`src/rtl/mem_arbiter.sv`:
```
// Two-port (fetch/data) arbiter in front of a single-port word memory.
// Ports: clk, rst_n; if_req/if_addr/if_gnt/if_rvalid (fetch);
//   d_req/d_we/d_addr/d_wdata/d_gnt/d_rvalid (data);
//   rsp_rdata/rsp_err (shared response); mem_we/mem_addr/mem_wdata/mem_rdata.
// Option: define MEM_ARB_RR_EN for round-robin contention resolution.
module mem_arbiter #(
  parameter int MEMSZ      = 64,
  parameter int STARVE_MAX = 4,
  localparam int AW        = $clog2(MEMSZ)
) (
  input  logic          clk,
  input  logic          rst_n,
  input  logic          if_req,
  input  logic [31:0]   if_addr,
  output logic          if_gnt,
  output logic          if_rvalid,
  input  logic          d_req,
  input  logic          d_we,
  input  logic [31:0]   d_addr,
  input  logic [31:0]   d_wdata,
  output logic          d_gnt,
  output logic          d_rvalid,
  output logic [31:0]   rsp_rdata,
  output logic          rsp_err,
  output logic          mem_we,
  output logic [AW-1:0] mem_addr,
  output logic [31:0]   mem_wdata,
  input  logic [31:0]   mem_rdata
);

  localparam logic [3:0] SMAX = 4'(STARVE_MAX);

  typedef enum logic [1:0] {
    IDLE,
    RSP_IF,
    RSP_D
  } state_t;

  state_t      state, state_n;
  logic [3:0]  starve_cnt;
  logic        pick_if;
  logic        any_gnt;
  logic [31:0] sel_addr;
  logic        addr_bad;

`ifdef MEM_ARB_RR_EN
  // Port favoured at the next contended cycle; fetch wins first.
  logic rr_if;

  always_ff @(posedge clk or negedge rst_n) begin
    if (!rst_n) begin
      rr_if <= 1'b1;
    end else if (if_req && d_req) begin
      rr_if <= ~if_gnt;
    end
  end

  assign pick_if = rr_if;
`else
  assign pick_if = (starve_cnt == SMAX);
`endif

  // pick_if only matters when both ports request.
  assign if_gnt  = rst_n & if_req & (~d_req | pick_if);
  assign d_gnt   = rst_n & d_req & (~if_req | ~pick_if);
  assign any_gnt = if_gnt | d_gnt;

  assign sel_addr = d_gnt ? d_addr : if_addr;
  assign addr_bad = (|sel_addr[1:0]) | (|sel_addr[31:AW+2]);

  assign mem_addr  = any_gnt ? sel_addr[AW+1:2] : '0;
  assign mem_wdata = any_gnt ? d_wdata : '0;
  assign mem_we    = d_gnt & d_we & ~addr_bad;

  always_ff @(posedge clk or negedge rst_n) begin
    if (!rst_n) begin
      starve_cnt <= '0;
    end else begin
`ifdef MEM_ARB_RR_EN
      starve_cnt <= '0;
`else
      if (if_req && !if_gnt) begin
        if (starve_cnt != SMAX) begin
          starve_cnt <= starve_cnt + 4'd1;
        end
      end else begin
        starve_cnt <= '0;
      end
`endif
    end
  end

  always_ff @(posedge clk or negedge rst_n) begin
    if (!rst_n) begin
      state <= IDLE;
    end else begin
      state <= state_n;
    end
  end

  always_comb begin
    state_n = IDLE;
    unique case (1'b1)
      if_gnt:  state_n = RSP_IF;
      d_gnt:   state_n = RSP_D;
      default: state_n = IDLE;
    endcase
  end

  assign if_rvalid = (state == RSP_IF);
  assign d_rvalid  = (state == RSP_D);

  // Sampled at the grant edge, so writes return the old contents.
  always_ff @(posedge clk or negedge rst_n) begin
    if (!rst_n) begin
      rsp_rdata <= '0;
      rsp_err   <= 1'b0;
    end else if (any_gnt) begin
      rsp_rdata <= addr_bad ? 32'd0 : mem_rdata;
      rsp_err   <= addr_bad;
    end
  end

endmodule
```
`config.mk`:
```
export PLATFORM = sky130hd
export DESIGN_NAME = mem_arbiter
export DESIGN_NICKNAME = d
export VERILOG_FILES = /design/src/rtl/mem_arbiter.sv
export SDC_FILE = /design/constraint.sdc
export NUM_CORES = 1
export LEC_CHECK = 0
export BUFFER_PORTS_ARGS = -buffer_cell sky130_fd_sc_hd__buf_2
export CAP_MARGIN = 5
export CORE_MARGIN = 4
export CORE_UTILIZATION = 24
export CTS_BUF_LIST = sky130_fd_sc_hd__clkbuf_4 sky130_fd_sc_hd__clkbuf_8
export DETAILED_ROUTE_END_ITERATION = 7
export PLACE_DENSITY = 0.53
export SYNTH_ARGS = -nofsm -noshare
export SYNTH_HDL_FRONTEND = slang
export SYNTH_SLANG_ARGS = --single-unit
```
`constraint.sdc`:
```
create_clock -name clk -period 4.2 [get_ports clk]
set_input_delay 0.84 -clock clk [delete_from_list [all_inputs] [get_ports clk]]
set_output_delay 0.84 -clock clk [all_outputs]
set_load 0.05 [all_outputs]
```
==> results.md <==
- Initial Util: 24.9%
- WP buf/inv: 3
- Register Area: 976 µm²
- Gpl congestion: 0.879
- IO Port Bufs: 208
- Max Slew Vio Count: 0
- Core box area: 11000 µm²
- Largest net degree at the start of global routing: 46
- Post-Syn Area: 2750 µm²
- Critical path class: input pin to output pin
- GRT Total Usage: 15.9%
- Required @ worst endpoint: 3360 ps
- Pre-antenna DRT Iters: 4
- Area Overhead vs Synth: 44.3%
- Least-Margin Pin Slew: 808 ps
- Max incr delay on CP: 270 ps
- Initial antenna violation count: 1
- Clock Skew: 7.41 ps
- Routed length on met3: 809 µm
- Startpoint Class: input pin
- Power, Total: 913 µW
- Commonest non-fill, non-tap cell in the layout: buf_2
- Most used cell, CP: buf_2
- Final hold violation count: 0
- GR Overflow Total: 0
- Hold_buf cts: 0
- Syn Area/Cell: 8.79 µm²
- Leakage power: 0.00215 µW
- Power per standard cell area: 230 nW/µm²
- Fin nets: 643
- Setup TNS: 0 ps
- CTS tree: done
- Worst-path cell chain: buf_2, nand4b_1, nand3_2, inv_2, nor2_4, a22o_1, buf_2
- Post-synthesis cell type count: 32
- First-pass GRT wire length: 16.5 mm
- Top Family by Delay on Critical Path: simple AND/OR/NAND/NOR gates
- Crit path time final: 3040 ps
- Fin crit share: 72.3%
- Worst Hold Class: flop to flop
- Maxcap violations: 0
- Rows: 38
- Die W: 115 µm
- Post-CTS sizing: 0
- Root Buffer: clkbuf_8
- Synthesized instance count: 313
- Slowest-stage cell, CP: nor2_4
- DRT met1 WL: 4.29 mm
- Post-DR wirelength/cell: 16.6 µm
- # IOs: 209
- H-tree levels: 2
- Sink Count: 39
- Syn_nets: 448
- Final setup violation count: 0
- Most frequent cells in the layout: 208 x buf_2, 66 x nand2_1, 64 x and2_1
- Filler Cells Inserted: 1179
- Detailed Route WL: 10.7 mm
- DP HPWL: 8.21 mm
- Clock Latency Late Sink: 290 ps
- Die height: 115 µm
- Multi-input logic area: 1620 µm²
- Run status: completed
- Crit path capture type: output pin
- CTS max path bufs: 2
- Inserted Diodes: 0
- DR WL met2: 5.55 mm
- Max Clk Rate: 0.329 GHz
- DR top layer: met5
- Flops & latches, synth: 39
- Via count: 3094
- # Post-CTS Setup Buffers: 0
- Critical Path AT: 2200 ps
- VDD IR max: 0.117 mV
- Final ANT Viol Nets: 0
- Vias in the first global route: 3179
- CP Max Fanout: 24
- RSZ-0062 raised after global routing: false
- Seq/Total Area, Yosys: 35.5%
- DRC Markers: 0
- CTS buffer count: 5
- Worst rel slew slack: 46.1%
- Share of cells above drive strength 1: 51.4%
- Clock-pin slew on the worst setup and hold paths: 80 ps
- DIE AREA: 13200 µm²
- Synth warn: 0
- Via density: 4.77
- 1st-iter DRT viols: 83
-- worst reg2reg max path, delay by kind of cell (launching register included) --
family | cells | cell delay (ps)
buffers and inverters | 3 | 760
DFF | 1 | 410
adders and majority gates | 1 | 210
AOI/OAI and AO/OA | 1 | 100
and+or+nand+nor | 3 | 430
-- metal layers --
layer,track usage [%],up-vias
met5,0,-
met4,2.11,2
met3,3.79,7
met2,28.9,129
met1,19.6,1458
li1,-,1498
-- power by group --
group	switching [µW]	internal, µW	leakage [µW]	total (µW)
Sequential	3.11	379	0.000538	382
Combinational	181	92.7	0.00156	274
Clock	128	129	0.0000470	257
Total	312	601	0.00215	913
-- cells in the mapped netlist (all sizes together) --
master,n,share of area (%)
and2,64,15
o21a,1,0.32
o21ai,4,0.86
a22o,6,1.9
ha,2,0.91
inv,5,0.68
buf,19,4.1
nand2b,2,0.45
nor2b,2,0.45
a311oi,1,0.32
dfrtp,39,35
nor2,6,1.1
o211ai,32,14
a221o,1,0.36
and3,1,0.23
and4,3,0.96
xor2,1,0.32
nor4,12,3.4
nand3,3,0.73
clkbuf,8,1.1
a21oi,1,0.18
nand4,33,8.0
nand4b,1,0.32
nand2,66,9.0
-- flip-flops by register name, summed over array words and instances (netlist names) --
register / flops
starve_cnt: 4
rsp_err: 1
state: 2
rsp_rdata: 32
-- cells by family after synthesis --
kind of cell	after synthesis	share of synthesized area [%]
adders and majority gates	2	0.909
AOI/OAI and AO/OA	46	18.1
and+or+nand+nor	193	39.2
buffers and inverters	32	5.91
xor gates and xnor gates	1	0.318
DFF	39	35.5
-- stage by stage --
| step | util (%) | hold WS (ps) | area [µm²] | instances | setup WS (ps) |
|---|---|---|---|---|---|
| floorplan | - | 479 | 2750 | 313 | 1260 |
| global placement | 35.2 | 468 | 3880 | 641 | 1140 |
| detailed placement | 35.2 | 465 | 3880 | 641 | 1110 |
| CTS | 36.0 | 492 | 3970 | 648 | 1110 |
| global route | 36.0 | 513 | 3970 | 648 | 990 |
| finish | 36.0 | 486 | 3970 | 648 | 1160 |
-- worst paths after layout --
path                                              to                 startpoint  slack, ps  depth (start not counted)
setup / recovery                         mem_addr[1]                     if_req       1160                          7
hold / removal             rsp_rdata[29]$_DFFE_PN0N_  rsp_rdata[29]$_DFFE_PN0N_        490                          2
setup reg to reg            rsp_rdata[9]$_DFFE_PN0N_  starve_cnt[0]$_DFFE_PN0P_       2210                          8
hold reg to reg            rsp_rdata[29]$_DFFE_PN0N_  rsp_rdata[29]$_DFFE_PN0N_        490                          2
max in group asynchronous  rsp_rdata[15]$_DFFE_PN0N_                      rst_n       3150                          2
min in group asynchronous  starve_cnt[2]$_DFFE_PN0P_                      rst_n        670                          2
-- cell type report --
type | count | share of cell area [%]
clock inverter | 1 | 0.126
sequential | 39 | 24.6
tap | 140 | 4.41
clock buffer | 6 | 2.08
multi-input combinational | 242 | 40.8
inverter | 5 | 0.473
timing repair buffer | 215 | 27.5
No activity file was read; power rests on OpenSTA's default activity.
